<file path="config.mk">
export PLATFORM = sky130hd
export DESIGN_NAME = prio_arbiter
export DESIGN_NICKNAME = d
export VERILOG_FILES = /design/src/rtl/prio_arbiter.sv
export SDC_FILE = /design/constraint.sdc
export NUM_CORES = 1
export LEC_CHECK = 0
export ABC_AREA = 1
export BUFFER_PORTS_ARGS = -buffer_cell sky130_fd_sc_hd__clkbuf_2
export CAP_MARGIN = 20
export CORE_AREA = 2 2 49 51
export DETAILED_ROUTE_END_ITERATION = 10
export DIE_AREA = 0 0 51 53
export PLACE_DENSITY_LB_ADDON = 0.2
export SLEW_MARGIN = 20
export SYNTH_ARGS = -nofsm -noshare
export SYNTH_HDL_FRONTEND = slang
export SYNTH_SLANG_ARGS = --single-unit
</file>
<file path="constraint.sdc">
create_clock -name clk -period 1.9 [get_ports clk]
set_input_delay 0.095 -clock clk [delete_from_list [all_inputs] [get_ports clk]]
set_output_delay 0.095 -clock clk [all_outputs]
set_load 0.02 [all_outputs]
</file>
<file path="src/rtl/prio_arbiter.sv">
// Registered N-way request arbiter (fixed-low, fixed-high or round-robin) with a held grant and valid/ready accept.
// Optional grant counter output gnt_count enabled by defining PRIO_ARB_GRANT_CNT_EN.
module prio_arbiter #(
    parameter int NUM_REQ   = 8,
    parameter int PRIO_MODE = 2,
    parameter int IDX_W     = $clog2(NUM_REQ)
) (
    input  logic               clk,
    input  logic               rst,
    input  logic [NUM_REQ-1:0] req,
    output logic               gnt_valid,
    output logic [NUM_REQ-1:0] gnt_onehot,
    output logic [IDX_W-1:0]   gnt_idx,
    input  logic               gnt_ready
`ifdef PRIO_ARB_GRANT_CNT_EN
    ,
    output logic [31:0]        gnt_count
`endif
);

    generate
        if (NUM_REQ < 2) begin : g_bad_num_req
            $error("prio_arbiter: NUM_REQ must be at least 2");
        end
    endgenerate

    typedef enum logic {IDLE, GRANT} state_t;

    state_t               state, state_nxt;
    logic [IDX_W-1:0]     ptr, ptr_nxt;
    logic [IDX_W-1:0]     win_idx, win_hi, win_lo;
    logic                 hi_found;
    logic                 accept;
    logic [IDX_W-1:0]     idx_nxt;
    logic [NUM_REQ-1:0]   onehot_nxt;

    // Successor with explicit wrap so a non-power-of-two pointer never reaches NUM_REQ.
    function automatic logic [IDX_W-1:0] succ(input logic [IDX_W-1:0] idx);
        if (idx == IDX_W'(NUM_REQ - 1)) begin
            return '0;
        end
        return idx + IDX_W'(1);
    endfunction

    always_comb begin
        accept  = (state == GRANT) && gnt_ready;
        ptr_nxt = ptr;
        if (accept && (PRIO_MODE == 2)) begin
            ptr_nxt = succ(gnt_idx);
        end

        // Fixed-low is round-robin with the pointer pinned at 0; fixed-high scans the other way.
        win_idx  = '0;
        win_hi   = '0;
        win_lo   = '0;
        hi_found = 1'b0;
        if (PRIO_MODE == 1) begin
            for (int i = 0; i < NUM_REQ; i++) begin
                if (req[i]) win_idx = IDX_W'(i);
            end
        end else begin
            for (int i = NUM_REQ - 1; i >= 0; i--) begin
                if (req[i]) begin
                    win_lo = IDX_W'(i);
                    if (i >= int'(ptr_nxt)) begin
                        win_hi   = IDX_W'(i);
                        hi_found = 1'b1;
                    end
                end
            end
            win_idx = hi_found ? win_hi : win_lo;
        end

        state_nxt  = state;
        idx_nxt    = gnt_idx;
        onehot_nxt = gnt_onehot;
        case (state)
            IDLE: begin
                if (|req) begin
                    state_nxt  = GRANT;
                    idx_nxt    = win_idx;
                    onehot_nxt = NUM_REQ'(1) << win_idx;
                end
            end
            GRANT: begin
                if (gnt_ready) begin
                    if (|req) begin
                        idx_nxt    = win_idx;
                        onehot_nxt = NUM_REQ'(1) << win_idx;
                    end else begin
                        state_nxt  = IDLE;
                        onehot_nxt = '0;
                    end
                end
            end
            default: state_nxt = IDLE;
        endcase
    end

    always_ff @(posedge clk) begin
        if (rst) begin
            state      <= IDLE;
            ptr        <= '0;
            gnt_idx    <= '0;
            gnt_onehot <= '0;
        end else begin
            state      <= state_nxt;
            ptr        <= ptr_nxt;
            gnt_idx    <= idx_nxt;
            gnt_onehot <= onehot_nxt;
        end
    end

    assign gnt_valid = (state == GRANT);

`ifdef PRIO_ARB_GRANT_CNT_EN
    always_ff @(posedge clk) begin
        if (rst) begin
            gnt_count <= '0;
        end else if (accept) begin
            gnt_count <= gnt_count + 32'd1;
        end
    end
`endif

endmodule
</file>
# Word-level counts from Yosys, hierarchy flattened
# Index checks and enable logic that the tools add are counted.
[classes]
multipliers = 0
n_mux = 53
eq_ne = 3
shift = 1
n_reduce_logical = 3
bitwise_logic = 1
div = 0
addsub = 1
magnitude_cmp = 7
[ops]
columns = ["cell", "n"]
rows = [
  ["3-bit 2-to-1 mux", 28],
  ["8-bit 2-to-1 mux", 3],
  ["1-bit 2-to-1 mux", 19],
  ["8-bit one-hot mux with 2 select lines", 1],
  ["3-bit >= comparator, first input constant", 3],
  ["8-bit OR reduction", 1],
  ["1-bit by 3-bit << shifter with 8-bit output, first input constant", 1],
  ["1-bit by 3-bit >= comparator with 1-bit output, first input constant", 2],
  ["2-bit by 3-bit >= comparator with 1-bit output, first input constant", 2],
  ["3-bit one-hot mux with 2 select lines", 1],
  ["2-bit inequality test, second input constant", 2],
  ["3-bit by 1-bit adder with 3-bit output, second input constant", 1],
  ["3-bit == test, second input constant", 1],
  ["1-bit one-hot mux with 2 select lines", 1],
  ["2-bit AND reduction", 1],
  ["1-bit logical AND", 1],
  ["1-bit inverter", 1],
]
[word_totals]
latch_bits = 0
mem_bits_rw = 0
in_bits = 11
elab_cells = 73
memories = 0
romBits = 0
regBits = 15
output_inout_bits = 12

# Longest topological paths before layout
# Gate-level depths: netlist of run 1.
[logic_depth]
depth_word = 25
ltp_mapped = 17
mapped_depth_nobuf = 17

# Least setup slack after synthesis of run 1
# Ideal clock, no wire load.
[synth_path]
path_kind = "register to register"
startpoint = "register gnt_idx[0]"
endpoint = "register gnt_idx[0]"
n_path_buf = 0
setup_ps = 115
arrival_time_ps = 1925
synth_period_minus_slack_ps = 2040
setup_slack_ps = -140
t_required_ps = 1785
stages_incl_launch_ff = 14
cell_sequence = "dfxtp_1 ha_1 ha_1 nand3_1 nand2_2 inv_4 o21ai_2 nand2_2 nor2_4 a21oi_2 nand2_2 nand2_2 o21ai_0 inv_1"
[synth_between]
elab_chain_cells = 24
word_cells_on_any_way = 45
cone_classes = "1 x add/sub; 7 x order compare; 1 x eq/ne; 36 x mux"
[synth_lines]
columns = ["item", "line_no", "source"]
rows = [
  ["start: declaration", "13", "output logic [IDX_W-1:0] gnt_idx,"],
  ["start signal: assignment", "109", "gnt_idx <= idx_nxt;"],
  ["3-bit == test", "39", "if (idx == IDX_W'(NUM_REQ - 1)) begin"],
  ["1-bit 2-to-1 mux", "39", ""],
  ["1-bit 2-to-1 mux", "48", "if (accept && (PRIO_MODE == 2)) begin"],
  ["3-bit 2-to-1 mux", "42", "return idx + IDX_W'(1);"],
  ["3-bit 2-to-1 mux", "48", ""],
  ["3-bit >= comparator", "65", "if (i >= int'(ptr_nxt)) begin"],
  ["3-bit 2-to-1 mux / 1-bit 2-to-1 mux (equally long branches)", "65", ""],
  ["3-bit 2-to-1 mux / 1-bit 2-to-1 mux (equally long branches)", "63", "if (req[i]) begin"],
  ["[8 not listed]", "-", ""],
  ["3-bit 2-to-1 mux / 1-bit 2-to-1 mux (equally long branches)", "65", ""],
  ["3-bit 2-to-1 mux / 1-bit 2-to-1 mux (equally long branches)", "63", ""],
  ["3-bit 2-to-1 mux / 1-bit 2-to-1 mux (equally long branches)", "65", ""],
  ["3-bit 2-to-1 mux / 1-bit 2-to-1 mux (equally long branches)", "63", ""],
  ["3-bit 2-to-1 mux", "71", "win_idx = hi_found ? win_hi : win_lo;"],
  ["3-bit 2-to-1 mux (*)", "79, 87", ""],
  ["3-bit 2-to-1 mux", "86", "if (gnt_ready) begin"],
  ["3-bit one-hot mux with 2 select lines (*)", "77", "case (state)"],
]
# Every way passes the cells marked *; elsewhere a longest branch is shown, timed or not. The select of a mux whose other input is x is not followed.
# A chain may end at the register's enable or synchronous reset.

# Worst setup path after layout of run 1
[layout_path]
startpoint = "register gnt_idx[0]"
endpoint = "register gnt_onehot[3]"
[layout_between]
elab_chain_cells = 25
word_cells_on_any_way = 47
cone_classes = "1 x add/sub; 7 x order compare; 1 x eq/ne; 1 x shift; 37 x mux"
[layout_lines]
columns = ["item", "line_no", "source"]
rows = [
  ["3-bit == test", "39", ""],
  ["1-bit 2-to-1 mux", "39", ""],
  ["1-bit 2-to-1 mux", "48", ""],
  ["3-bit 2-to-1 mux (*)", "42", ""],
  ["3-bit 2-to-1 mux (*)", "48", ""],
  ["3-bit >= comparator", "65", ""],
  ["3-bit 2-to-1 mux / 1-bit 2-to-1 mux (equally long branches)", "65", ""],
  ["3-bit 2-to-1 mux / 1-bit 2-to-1 mux (equally long branches)", "63", ""],
  ["[9 not listed]", "-", ""],
  ["3-bit 2-to-1 mux / 1-bit 2-to-1 mux (equally long branches)", "63", ""],
  ["3-bit 2-to-1 mux / 1-bit 2-to-1 mux (equally long branches)", "65", ""],
  ["3-bit 2-to-1 mux / 1-bit 2-to-1 mux (equally long branches)", "63", ""],
  ["3-bit 2-to-1 mux (*)", "71", ""],
  ["1-bit by 3-bit << shifter with 8-bit output (*)", "82, 89", ""],
  ["8-bit 2-to-1 mux", "87", "if (|req) begin"],
  ["8-bit 2-to-1 mux", "86", ""],
  ["8-bit one-hot mux with 2 select lines (*)", "77", ""],
  ["end signal: assignment", "110", "gnt_onehot <= onehot_nxt;"],
  ["end: declaration", "12", "output logic [NUM_REQ-1:0] gnt_onehot,"],
]
# Marked as above.

==> key figures, run 1 <==
Outcome
  – Outcome: finished, violations left
  – Violated checks: setup timing

Yosys
  – Post-synthesis mux area share: 0%
  – Proportion of netlist area held by the largest area contributor: 32.2%
  – Post-synthesis xor/xnor area fraction: 0%
  – Asr flop ratio synth: 0%
  – Area of the mapped netlist: 932 um^2
  – Compound-Gate Fraction of Synth Area: between 15 and 20%
  – Avg Cell Area, Syn: 7.01 um^2
  – Syn. warnings: 0
  – Top cells by area, synth: dfxtp_1 (32%), nand2_1 (10%), nand2_2 (10%)
  – Number of synthesized register bits: 15
  – Synth unique cells: 25
  – Cell taking the most area after synthesis: dfxtp_1
  – Top_reg_cell synth: dfxtp_1
  – Post-synth EDFFs: 0
  – Area share of fa/ha/maj cells after synthesis: 2.68%
  – Syn Inst Count: approximately 130
  – Simple-Gate Fraction of Synth Area: 43.0%
  – Sequential area share after synthesis: 32.2%
  – Post-Syn Nets: 146
  – Largest family of logic cells by synthesized area: simple AND/OR/NAND/NOR gates

Cells and area
  – P&R area growth vs syn: 39.5%
  – Final Instance Area: between 1000 and 1500 um^2
  – Layout cells sized above 1: 45.0%
  – Post-route core utilization: approximately 61%
  – Antenna Cells: 0
  – Layout net count: 183

Power and ir drop
  – Leak pwr: 0.581 nW
  – PwrDens: 643 nW/um^2
  – Worst vdd ir: roughly 0.00031 V
  – Final Power: 836 uW

Flow run
  – Max-cap violation count: 0

GRT
  – Initial antenna violation count: 0
  – Vias in the first global route: 852
  – Total grt overflow: 0
  – All-Layer GR Usage: 16.9%
  – Global-route wire length before repair: 3460 um
  – Largest net degree at the start of global routing: 15

Clocking
  – Clock transition at path regs: 90 ps
  – TritonCTS Buffers: 3
  – Clock buffer depth: 2
  – H-tree depth: 1
  – CTS root buf: clkbuf_4
  – # hold bufs at CTS: 0
  – CTS tree: yes
  – Worst-skew pair later-pin latency: between 200 and 300 ps
  – CTS Sinks: 15

Route
  – Routed length per instance: 10.7 um
  – DR vias: 987
  – Via-per-instance ratio: 5.01
  – First drt pass iteration count: 4
  – Final antenna-violating net count: 0
  – Routed WL: 2120 um
  – Initial DRC Count: 15
  – DRC: 0

Setup path
  – Start of the worst register-to-register path: gnt_idx[0]
  – Crit path kind: reg -> reg
  – Worst Setup Start Kind: register
  – Required time of the critical path: 2120 ps
  – Crit-path max FO: 6
  – Arrival time worst endpoint: 2200 ps
  – R2r setup slk: -80 ps
  – R2R cell count: 13
  – Setup crit end kind: register
  – End of the worst register-to-register path: gnt_onehot[3]

Timing
  – Worst Max-Slew Pin Slew: 361 ps
  – Final Hold Viols: 0
  – Slew Limit Fails: 0
  – Relative slew slack: 75.7%
  – Highest clock rate: 505 MHz
  – Final worst-path cycle share: 104%
  – Setup violators final: 9
  – RSZ-0062 raised after global routing: yes
  – Final min period: 1980 ps
  – Final WS setup: -80.1 ps
  – Hold slack final: 148 ps
  – Skew final: 3.61 ps

Die
  – Core Area: 2150 um^2
  – Die Area: 2700 um^2
  – Num ports: 23
  – Die height: 53 um
  – Starting density of the core: between 40% and 50%
  – Die X: 51 um
  – Cell row count: 17

Placed design
  – Routability-driven placement congestion ratio: 0.850
  – Buffers on Ports: 22
  – Pre-CTS setup slack: -168 ps
  – Post-DP HPWL: 1760 um
  – DP Area: about 1200 um^2

Worst hold path
  – Hold path startpoint: rst
  – Hold-critical path depth: 2
  – Min-Delay Path Class: in -> reg
  – Hold endpoint: gnt_onehot[2]
==> per-layer routing <==
metal  up-vias  routed length [um]  global-route usage, %
met5         -                   0                      0
met4         0                  52                   9.46
met3         5                  63                  0.847
met2        22                1030                   29.9
met1       452                 970                   20.5
li1        508                   -                      -
==> power by group <==
| part | leakage (nW) | switching (mW) | total [mW] | internal [mW] |
|---|---|---|---|---|
| Combinational | 0.442 | 0.183 | 0.300 | 0.117 |
| Clock | 0.0150 | 0.103 | 0.185 | 0.0816 |
| Sequential | 0.124 | 0.0147 | 0.351 | 0.337 |
==> cells in the mapped netlist (2+ instances only) <==
library cell	instances
nor3_1	2
o21ai_0	4
nand4_1	4
ha_1	2
nand2_2	15
a21oi_4	2
nand2_1	25
nor2_4	2
o21ai_1	2
nand3_1	9
a21oi_1	10
inv_2	3
nor2_2	2
inv_1	11
dfxtp_1	15
nor2_1	16
==> cell families after synthesis <==
logic type,Yosys count
AND/OR/NAND/NOR,78
AO/OA/AOI/OAI,22
buffers and inverters,16
flip-flops,15
adder cells (fa/ha/maj),2
==> worst max-delay path, cell delays in order, from the launching register on <==
cell and delay [ps]:
dfxtp_4 360, ha_4 160, ha_4 260, nand3_4 60, nand2_4 90, inv_6 50, o21ai_4 150, nand2_2 80
nor2_4 140, buf_12 130, nand4_4 100, nand2_4 120, nand3_1 70, a21oi_1 130
==> layout make-up <==
type                    instances  area (um^2)
clock buffers                   4         26.3
fillers                       207          848
inverters                      15         61.3
multi-input cells             102          659
flip-flops and latches         15          309
well taps                      28         35.0
repair buffers                 33          209
==> per-stage QoR <==
stage          setup TNS, ps  instances
2_1_floorplan          -33.9        133
3_3_place_gp            -596        191
3_5_place_dp           -1010        191
4_1_cts                 -786        196
5_1_grt                -1800        197
6_report                -412        197
==> state kept, by name, summed over array words and instances (netlist names) <==
name	flops
gnt_valid	1
ptr	3
gnt_onehot	8
gnt_idx	3
==> layout by cell type (no fill, tap or decap) <==
cell       n
ha_4       2
o31ai_1    1
clkbuf_2  22
inv_6      1
a21oi_4    3
clkbuf_1   1
nor2_1    15
a21oi_2    2
nand4_1    4
nand3_4    1
nand2_2   13
buf_6      1
buf_12     1
nand3_1    7
nor2_2     2
dfxtp_1   12
nor4_1     1
a21oi_1    8
nand2_4    3
nand2_1   24
o21ai_4    1
o21ai_1    3
a31oi_1    1
inv_2      3
buf_4      9
nand3_2    2
nor3_1     2
dfxtp_2    1
o21ai_0    3
inv_1     11
nor2_4     3
nand4_4    1
dfxtp_4    2
clkbuf_4   3
==> worst max path at each step <==
stage	startpoint	to	slack [ps]	cells past startpoint
2_1_floorplan	gnt_idx[0]	gnt_onehot[0]	-30	12
3_3_place_gp	gnt_idx[0]	gnt_onehot[0]	-110	12
3_5_place_dp	gnt_idx[0]	gnt_onehot[0]	-170	12
4_1_cts	gnt_idx[0]	gnt_onehot[0]	-100	13
5_1_grt	gnt_idx[0]	gnt_onehot[3]	-200	13
6_report	gnt_idx[0]	gnt_onehot[3]	-80	13
==> repair_timing <==
item | CTS | global route
endpoints found under the setup margin | 11 | 11
pin swaps | 9 | 6
endpoints found under the hold margin | 0 | 0
gates resized for setup | 3 | 10
buffers inserted | 1 | 1
Power figures use the tool's default switching activity.
==> run 2: changes to the inputs <==
--- a/config.mk
+++ b/config.mk
@@ -6,11 +6,12 @@
 export NUM_CORES = 1
 export LEC_CHECK = 0
 export ABC_AREA = 1
-export BUFFER_PORTS_ARGS = -buffer_cell sky130_fd_sc_hd__clkbuf_2
 export CAP_MARGIN = 20
-export CORE_AREA = 2 2 49 51
+export CORE_AREA = 2 2 45 47
+export CTS_CLUSTER_DIAMETER = 60
 export DETAILED_ROUTE_END_ITERATION = 10
-export DIE_AREA = 0 0 51 53
+export DIE_AREA = 0 0 47 49
+export DONT_BUFFER_PORTS = 1
 export PLACE_DENSITY_LB_ADDON = 0.2
 export SLEW_MARGIN = 20
 export SYNTH_ARGS = -nofsm -noshare
==> run 2 against run 1 <==
  * The flow still finishes with violations (setup timing)
  * Hold slack better by 46 ps
  * Wire length rose by 7.9%
  * Fmax decreased by 1.1%
  * Clock skew rose by 4.4 ps
  * Die area decreased by 15%
  * Sequential power grew 4%
  * Clock-buffer cell count shrank 1
  * Combinational power fell by 7.7%
  * Sequential share of layout area rose by 0.70 points
  * Critical path depth is 1 higher
  * Non-clock buffer count fell by 15
  * First-iteration DRC count unchanged
  * Critical path type unchanged
  * Largest cell class unchanged
  * Highest routed layer unchanged
==> key figures, run 2 (same netlist as run 1, synthesis figures left out) <==
Outcome
  – Outcome: finished, violations left
  – Violated checks: setup timing

Timing
  – Final WS setup: -101 ps
  – Highest clock rate: roughly 500 MHz
  – Setup violators final: 10
  – Slew Limit Fails: 0
  – Skew final: 7.99 ps
  – Hold slack final: 194 ps
  – Relative slew slack: 66.6%
  – Final worst-path cycle share: 105%
  – RSZ-0062 raised after global routing: yes
  – Worst Max-Slew Pin Slew: approximately 500 ps
  – Final Hold Viols: 0
  – Final min period: 2000 ps

GRT
  – Met1 usage: approximately 30%
  – Largest net degree at the start of global routing: 11
  – Total grt overflow: 0
  – Met3 usage: 5.93%
  – GR Util met2: 32.4%
  – Layer with the highest usage: met2
  – All-Layer GR Usage: 21.6%
  – Global-route wire length before repair: 3730 um
  – Initial antenna violation count: 0
  – Vias in the first global route: 895

Die
  – Starting density of the core: roughly half
  – Cell row count: 16
  – Core Area: 1840 um^2
  – Die height: 49 um
  – Die Area: 2300 um^2
  – Die X: about 47 um
  – Num ports: 23

Cells and area
  – Layout Cells excl Fill: about 180
  – Max reg flops: 8
  – Antenna Cells: 0
  – Layout net count: 168
  – P&R area growth vs syn: 34.9%
  – Most common cell after layout, fill and taps aside: nand2_1
  – Reg with most FFs: gnt_onehot
  – Layout cells sized above 1: approximately two fifths
  – Final Instance Area: about 1300 um^2
  – Post-route core utilization: 68.3%
  – Top flop regs: gnt_onehot x8, gnt_idx x3, ptr x3
  – Most frequent cells in the layout: nand2_1 (23), nor2_1 (14), nand2_2 (13), dfxtp_1 (13), buf_4 (12)

Power and ir drop
  – Clock share of power: between 20 and 25%
  – Sw power: about 300 uW
  – Logic pwr share: 33.6%
  – Worst vdd ir: roughly 0.00043 V
  – Flop pwr share: 44.1%
  – Sw Ratio: 36.1%
  – Leak pwr: around 0.53 nW
  – PwrDens: 657 nW/um^2
  – Cell internal pwr: 528 uW

Route
  – Routed WL: 2280 um
  – DR vias: 917
  – Final antenna-violating net count: 0
  – Initial DRC Count: 15
  – Routed length per instance: 12.6 um
  – DRC: 0
  – Via-per-instance ratio: 5.07
  – First drt pass iteration count: 4

Clocking
  – H-tree depth: 1
  – Worst-skew pair later-pin latency: about 280 ps
  – CTS Sinks: 15
  – Clock transition at path regs: 100 ps
  – Clock buffer depth: 2
  – CTS root buf: clkbuf_4
  – TritonCTS Buffers: 3
  – CTS tree: yes

Placed design
  – Post-DP HPWL: 1610 um
  – DP Area: 1090 um^2
  – Routability-driven placement congestion ratio: 0.851
  – Pre-CTS setup slack: -82.0 ps
  – Buffers on Ports: 0
  – Cell Count Post-Placement: 169

Setup path
  – Arrival time worst endpoint: about 2200 ps
  – Setup crit end kind: register
  – Crit path kind: reg -> reg
  – Critical path cell sequence: ha_4 > ha_4 > nand3_4 > nand2_4 > inv_6 > o21ai_4 > nand2_2 > nor2_4 > buf_4 > a21oi_2 > nand2_4 > nand2_4 > o21ai_2 > inv_1
  – Worst Setup Start Kind: register
  – End of the worst register-to-register path: gnt_idx[0]
  – Slowest CP cell: dfxtp_4
  – Required time of the critical path: between 2000 and 2500 ps
  – R2r setup slk: -100 ps
  – Crit-path max FO: 6
  – Start of the worst register-to-register path: gnt_idx[1]
  – R2R cell count: 14
  – Crit-path most repeated cell: nand2_4
  – CP max stage delay: ~360 ps

Flow run
  – Max-cap violation count: 0

Worst hold path
  – Min-Delay Path Class: in -> reg
  – Hold-critical path depth: 5
  – Hold endpoint: gnt_onehot[7]
  – Hold path startpoint: req[0]
-- run 2: final cells by class --
type	instances	area (um^2)
multi-input combinational	102	676
fill	152	584
sequential	15	308
timing repair buffer	18	151
inverter	15	61.3
tap	27	33.8
clock buffer	3	22.5
clock inverter	1	5.00
-- run 2: critical path: cells and delay by family, from the launching register on --
kind	cells	cell delay [ps]
AO/OA/AOI/OAI	3	320
adder cells (fa/ha/maj)	2	420
buffers and inverters	3	240
flip-flops	1	360
AND/OR/NAND/NOR	6	560
-- run 2: power by group through the flow --
| stage | sequential (mW) | combinational (mW) | clock [mW] |
|---|---|---|---|
| 2_1_floorplan | 0.380 | 0.157 | 0 |
| 3_3_place_gp | 0.371 | 0.220 | 0 |
| 3_5_place_dp | 0.372 | 0.223 | 0 |
| 4_1_cts | 0.364 | 0.241 | 0.185 |
| 5_1_grt | 0.367 | 0.306 | 0.203 |
| 6_report | 0.364 | 0.277 | 0.184 |
-- run 2: metal layers --
layer / wire length [um] / part of all wire, %
met1: 991 / 43
met2: 1140 / 50
met3: 114 / 5.0
met4: 34 / 1.5
met5: 0 / 0
-- run 2: through the flow --
stage	total power [mW]	setup TNS, ps
finish	0.826	-619
global route	0.877	-1770
CTS	0.790	-549
detailed placement	0.595	-475
global placement	0.591	-237
floorplan	0.538	-33.9
-- run 2: worst max path at each step --
| stage | from | end | cells past startpoint |
|---|---|---|---|
| final | gnt_idx[1] | gnt_idx[0] | 14 |
| after floorplan | gnt_idx[0] | gnt_onehot[0] | 12 |
| after CTS | gnt_idx[1] | gnt_idx[0] | 16 |
| after global placement | gnt_idx[1] | gnt_onehot[0] | 12 |
| after detailed placement | gnt_idx[1] | gnt_onehot[0] | 12 |
| after global routing | gnt_idx[1] | gnt_onehot[2] | 12 |
-- run 2: repair_timing --
action,CTS,global route
resized for setup,4,13
buffers inserted,0,3
pin swaps,6,6
hold buffers,5,0
hold endpoints to repair,15,0
cloned,0,0
setup endpoints to repair,11,11
